--- src/rtl/jtopl_timer_bank.sv ---
// Bank of NTIM up-counting timers driven by a shared prescaled tick chain.
// Optional readback of the live counters is built when JTOPL_TIMER_RDBACK_EN is defined.
module jtopl_timer_bank #(
  parameter int NTIM = 2,
  parameter int CW   = 8,
  parameter int PRE  = 72
) (
  input  logic            clk,
  input  logic            rst_n,
  input  logic            cen,
  input  logic            cfg_we,
  input  logic [1:0]      cfg_sel,
  input  logic [CW-1:0]   cfg_value,
  input  logic            ctl_we,
  input  logic [NTIM-1:0] ctl_start,
  input  logic [NTIM-1:0] ctl_mask,
  input  logic [NTIM-1:0] ctl_oneshot,
  input  logic            clr_flags,
`ifdef JTOPL_TIMER_RDBACK_EN
  input  logic [1:0]      rd_sel,
  output logic [CW-1:0]   rd_count,
`endif
  output logic [NTIM-1:0] flags,
  output logic [NTIM-1:0] ovf,
  output logic            irq_n
);

  localparam int PW = (PRE > 1) ? $clog2(PRE) : 1;
  localparam logic [PW-1:0] PRE_LAST = PW'(PRE - 1);
  localparam int DW = (NTIM > 1) ? 2 * (NTIM - 1) : 1;

  logic [PW-1:0]   pre_reg;
  logic [DW-1:0]   div_reg;
  logic            tick0;
  logic [NTIM-1:0] tick;
  logic [CW-1:0]   cnt_reg   [NTIM];
  logic [CW-1:0]   value_reg [NTIM];
  logic [NTIM-1:0] start_reg, mask_reg, oneshot_reg;
  logic [NTIM-1:0] count_en, hit, start_rise, flag_set, flag_clr;

  assign tick0   = cen && (pre_reg == PRE_LAST);
  assign tick[0] = tick0;

  // One counter of tick0 events replaces the divide-by-4 cascade:
  // tick(i) fires when the low 2*i bits are all ones.
  always_ff @(posedge clk or negedge rst_n) begin
    if (!rst_n) begin
      pre_reg <= '0;
      div_reg <= '0;
    end else if (cen) begin
      pre_reg <= tick0 ? '0 : pre_reg + PW'(1);
      if (tick0) div_reg <= div_reg + DW'(1);
    end
  end

  genvar gi;
  generate
    for (gi = 1; gi < NTIM; gi++) begin : g_tick
      assign tick[gi] = tick0 && (&div_reg[2*gi-1:0]);
    end

    for (gi = 0; gi < NTIM; gi++) begin : g_tim
      assign count_en[gi]   = start_reg[gi] && tick[gi];
      assign hit[gi]        = count_en[gi] && (cnt_reg[gi] == {CW{1'b1}});
      assign start_rise[gi] = ctl_we && ctl_start[gi] && !start_reg[gi];
      // A mask written on the overflow edge already suppresses that edge's flag
      assign flag_set[gi]   = hit[gi] && !(ctl_we ? ctl_mask[gi] : mask_reg[gi]);
      assign flag_clr[gi]   = clr_flags || (ctl_we && ctl_mask[gi]);
    end
  endgenerate

  always_ff @(posedge clk or negedge rst_n) begin
    if (!rst_n) begin
      start_reg   <= '0;
      mask_reg    <= '0;
      oneshot_reg <= '0;
      flags       <= '0;
      ovf         <= '0;
      irq_n       <= 1'b1;
      for (int i = 0; i < NTIM; i++) begin
        cnt_reg[i]   <= '0;
        value_reg[i] <= '0;
      end
    end else begin
      ovf   <= hit;
      irq_n <= ~|flags;
      if (ctl_we) begin
        mask_reg    <= ctl_mask;
        oneshot_reg <= ctl_oneshot;
      end
      for (int i = 0; i < NTIM; i++) begin
        if (cfg_we && cfg_sel == 2'(i)) value_reg[i] <= cfg_value;

        if (start_rise[i] || hit[i]) cnt_reg[i] <= value_reg[i];
        else if (count_en[i])        cnt_reg[i] <= cnt_reg[i] + CW'(1);

        // An explicit control write overrides the one-shot auto-stop
        if (ctl_we)                         start_reg[i] <= ctl_start[i];
        else if (hit[i] && oneshot_reg[i])  start_reg[i] <= 1'b0;

        if (flag_set[i])      flags[i] <= 1'b1;
        else if (flag_clr[i]) flags[i] <= 1'b0;
      end
    end
  end

`ifdef JTOPL_TIMER_RDBACK_EN
  always_comb begin
    rd_count = '0;
    for (int i = 0; i < NTIM; i++)
      if (rd_sel == 2'(i)) rd_count = cnt_reg[i];
  end
`endif

endmodule

--- config.mk ---
export PLATFORM = sky130hd
export DESIGN_NAME = jtopl_timer_bank
export DESIGN_NICKNAME = d
export VERILOG_FILES = /design/src/rtl/jtopl_timer_bank.sv
export SDC_FILE = /design/constraint.sdc
export NUM_CORES = 1
export LEC_CHECK = 0
export ABC_AREA = 1
export BUFFER_PORTS_ARGS = -buffer_cell sky130_fd_sc_hd__buf_2
export CAP_MARGIN = 20
export CORE_UTILIZATION = 48
export DETAILED_ROUTE_END_ITERATION = 10
export GPL_ROUTABILITY_DRIVEN = 0
export PLACE_DENSITY = 0.76
export SLEW_MARGIN = 10
export SYNTH_ARGS = -nofsm -noshare
export SYNTH_HDL_FRONTEND = slang
export SYNTH_SLANG_ARGS = --single-unit
--- constraint.sdc ---
create_clock -name clk -period 3.96 [get_ports clk]
set_clock_uncertainty 0.1 [all_clocks]
set_input_delay 0.396 -clock clk [delete_from_list [all_inputs] [get_ports clk]]
set_output_delay 0.396 -clock clk [all_outputs]
set_load 0.01 [all_outputs]
# == Word level (Yosys, flattened, before mapping) ==
# Cells that the tools add are included.
# word_totals
reg_bits,52
in_bits,22
output_inout_bits,5
wordCells,74
# classes
addsub,4
n_eq_ne,4
mux,15
n_reduce_logical,37
# op_table
cell,n
2-to-1 mux 8 bit,4
logical AND 1 bit,18
"adder 8 x 1 -> 8 bit, second input constant",2
"equality test 8 bit, second input constant",2
nonzero test 2 bit,6
2-to-1 mux 1 bit,10
"adder 7 x 1 -> 7 bit, second input constant",1
"equality test 7 bit, second input constant",1
2-to-1 mux 7 bit,1
zero test 1 bit,5
logical OR 1 bit,4
AND reduction 2 bit,2
"adder 2 x 1 -> 2 bit, second input constant",1
"equality test 2 x 1 -> 1 bit, second input constant",1
zero test 2 bit,1
OR reduction 2 bit,1

# == Depth between registers and ports, before layout ==
# logic_depth
word_depth,8
depth_mapped,11
ltp_nobuf,10

# == Least setup slack after synthesis ==
# No wires, ideal clock.
# synth_timing
kind,reg2reg
startpoint,register cnt_reg[0] in the netlist's numbering
endpoint,register start_reg[1]
setup_ns,0.120
t_arrival_ns,1.268
t_required_ns,3.740
slack_ns,2.471
path_stages_with_launch,8
n_path_buf,1
period_less_slack_ns,1.489
path_cell_list,dfrtp_1 ha_1 nand3_1 nor2_1 nand3_4 buf_6 o21ai_1 nand2_1
# synth_via
elab_chain_cells,4
# synth_lines
element,line_no,text
"start, declared",36,logic [CW-1:0] cnt_reg [NTIM];
"start signal, assigned by index",94,if (start_rise[i] || hit[i]) cnt_reg[i] <= value_reg[i];
"start signal, assigned by index",95,else if (count_en[i]) cnt_reg[i] <= cnt_reg[i] + CW'(1);
equality test 8 bit,64,assign hit[gi] = count_en[gi] && (cnt_reg[gi] == {CW{1'b1}});
logical AND 1 bit,64,
logical AND 1 bit,99,else if (hit[i] && oneshot_reg[i]) start_reg[i] <= 1'b0;
nonzero test 2 bit (no line),n/a,
"end signal, assigned by index",98,if (ctl_we) start_reg[i] <= ctl_start[i];
"end, declared",38,"logic [NTIM-1:0] start_reg, mask_reg, oneshot_reg;"
# No other way between the ends.
# A chain may end at the register's enable or synchronous reset.

# == Worst setup path in the final report ==
# layout_timing
startpoint,register cnt_reg[8] in the netlist's numbering
endpoint,register cnt_reg[15] in the netlist's numbering
# layout_via
elab_chain_cells,4
elab_cells_between_ends,7
classes_between,1 x add/sub; 1 x eq/ne; 2 x mux; 3 x reduce/logical
# layout_lines
element
branches (longest 4 deep; another with adder 8 x 1 -> 8 bit)
# Parallel ways; which one is timed is not known. The select of a mux whose other input is x is not followed.

==> flow_metrics.py <==
metrics = {
    "place": {
        "io_buffers": 26,
        "hpwl_um": 3710,
    },
    "global_routing": {
        "grt_overflow": 0,
        "grt_max_degree": 53,
        "use_met3_pct": 4.52,
        "grt_pass1_wl_um": 9030,
        "met1_usage_pct": 26.1,
        "gr-usage-met2_pct": 30.6,
        "grt_pass1_vias": 2042,
        "grt-busiest-layer": "met2",
        "grt_usage_pct": 19.4,
        "antenna_found_initial": 0,
    },
    "floorplan": {
        "initial_utilization_pct": 51.2,
        "num_io_pins": 27,
        "die_h_um": 76.7,
        "dieArea_mm2": 0.00589,
        "fp.coreArea_mm2": 0.00524,
        "rows": 26,
        "die_w_um": 76.7,
    },
    "synthesis": {
        "synthCells": 346,
        "synth_commonest_cells": "nand2_1 (116), inv_1 (52), dfrtp_1 (51)",
        "synth.most_common_cell": "nand2_1",
        "yosysUniqueCellTypes": 28,
        "async_flop_share_pct": 100,
        "syn-cell-area_mm2": 0.00268,
        "synthTopCellsByArea": "dfrtp_1 (48%), nand2_1 (16%), nand3_1 (7.8%)",
        "seq_area_frac_synth_pct": 48.6,
        "synth_nets": 372,
        "yosys.area.top_type_share_pct": 47.6,
        "syn_avg_cell_area_um2": 7.75,
        "ys_warn_count": 0,
        "ys_seq_elements": 52,
        "synth_flop_cell": "dfrtp_1",
        "synth_area_leader_cell": "dfrtp_1",
        "synth_edf_count": 0,
    },
    "cts": {
        "cts_setup_buffers": 0,
        "cts_resized": 0,
        "ctsHoldBuffers": 0,
        "cts_max_path_buffers": 2,
        "clk_pin_slew_ps": 90,
        "numCtsBuffers": 5,
        "cts_tree": "done",
        "htreeDepth": 2,
        "cts_root_buf": "clkbuf_8",
        "worstSkewPairLatency_ps": 300,
        "cts_sinks": 52,
    },
    "sta": {
        "tns_ps": 0,
        "rsz0062_at_grt": "no",
        "clock.fmax_mhz": 540,
        "drv_slew": 0,
        "holdWs_ps": 95.0,
        "slew_headroom_pct": 57.4,
        "period_share_pct": 46.7,
        "setup_viol": 0,
        "period_minus_slack_ps": 1850,
        "worst_pin_slew_ps": 638,
        "hold_viol_final": 0,
    },
    "pwr": {
        "power.total_uw": 1490,
        "p_sw_share_pct": 33.0,
        "p_int_uw": 996,
        "power.switching_uw": 490,
        "comb_power_share_pct": 25.0,
        "ir_drop_mv": 0.217,
        "power.density_mw_per_mm2": 501,
        "pwr-share-clk_pct": 23.0,
        "seqPwrFrac_pct": 51.9,
        "p_leak_uw": 0.00165,
    },
    "routing": {
        "drc": 0,
        "postRouteAntennaNets": 0,
        "wire_per_inst_um": 11.4,
        "drt_wl_total_um": 5060,
        "dr.pass1.iters": 6,
        "num_vias": 2146,
        "vias_per_cell": 4.84,
        "first_iter_violations": 123,
    },
    "layout": {
        "layout-drive-gt1-share_pct": 12.9,
        "antenna_cells": 0,
        "area.growth.synth_to_final_pct": 10.6,
        "nets": 400,
    },
    "setup_path": {
        "crit_fanout": 11,
        "worst_path_largest_cell_delay_ps": 400,
        "cp_slowest_cell": "dfrtp_1",
        "endpoint_kind": "register",
        "cp-start-kind": "register",
        "path_class": "reg -> reg",
        "crit_chain": "ha_1 > nand3_1 > nor2_1 > nand3_2 > nand2_2 > nand2_1 > nand3_1 > nand2_1",
        "crit_arrival_ps": 1950,
        "worstPathRequired_ps": 4060,
    },
    "worst_hold_path": {
        "hold_class": "in -> async",
    },
    "run": {
        "maxCapViolCount": 0,
    },
    "outcome": {
        "status": "complete, no violations",
    },
}
## power groups by stage
stage / Combinational [uW] / Clock, uW / Sequential, uW
finish: 372 / 342 / 772
global route: 441 / 377 / 793
CTS: 375 / 352 / 771
detailed placement: 371 / 0 / 781
global placement: 361 / 0 / 778
floorplan: 295 / 0 / 751
## area by class of cell
class,instances,area (um2)
tap,70,87.6
clock buffer,5,68.8
multi-input combinational,233,1130
inverter,55,206
sequential,52,1300
timing repair buffer,27,138
clock inverter,1,30.0
fill,487,2270
## critical path: cells and delay by family (launching register included)
kind,cells,cell delay [ps]
fa+ha+maj,1,240
simple gates,7,1000
flops,1,400
## through the flow
stage | setup slack, ps | area (um2) | instances | utilization [%]
6_report | 2110 | 2960 | 443 | 56.6
5_1_grt | 1920 | 2960 | 443 | 56.6
4_1_cts | 2110 | 2960 | 443 | 56.6
3_5_place_dp | 2130 | 2870 | 437 | 54.7
3_3_place_gp | 2140 | 2870 | 437 | 54.7
2_1_floorplan | 2470 | 2680 | 346 | -
## path summary, 6_finish.rpt
check	start	to	slack [ps]	cells after the start
max	cnt_reg[8]	cnt_reg[15]	2110	8
min	rst_n	value_reg[2]	90	2
max reg2reg	cnt_reg[8]	cnt_reg[15]	2110	8
min reg2reg	flags[1]	irq_n	330	1
max in group asynchronous	rst_n	pre_reg[6]	3240	2
min in group clk	ctl_start[0]	start_reg[0]	220	3
## layer usage
layer  vias to the layer above  wire (um)  part of all wire (%)
li1                       1124          -                     -
met1                       966       2420                    48
met2                        50       2350                    46
met3                         6        229                   4.5
met4                         0         62                   1.2
met5                         -          0                     0
## cells by family after synthesis
group,synth area share (%)
compound gates,6.40
xor+xnor,2.61
fa+ha+maj,1.87
buf+inv,9.20
flops,48.6
simple gates,31.3
## cell usage in the layout, fill, tap and decap left out
cell type | Yosys | routed
dfrtp_1 | 51 | 51
inv_1 | 52 | 52
nor2_1 | 13 | 13
or2_1 | 1 | 1
o21ai_1 | 1 | 1
nand3_1 | 42 | 42
buf_4 | 0 | 1
dfstp_2 | 1 | 1
nand3b_1 | 2 | 2
o21ai_0 | 24 | 24
inv_2 | 3 | 3
o21bai_1 | 3 | 3
nand2_2 | 5 | 5
buf_2 | 2 | 26
nand2_1 | 116 | 116
nand3_2 | 1 | 1
xor2_1 | 5 | 5
xnor2_1 | 3 | 3
nand2_4 | 1 | 1
o2bb2ai_1 | 1 | 1
nand4_1 | 1 | 1
nor2_8 | 1 | 1
ha_1 | 4 | 4
clkbuf_8 | 0 | 5
nand3_4 | 1 | 1
a21oi_1 | 3 | 3
nor3_1 | 3 | 3
bufinv_16 | 0 | 1
nor2_2 | 2 | 2
No activity file was read; power rests on OpenSTA's default activity.
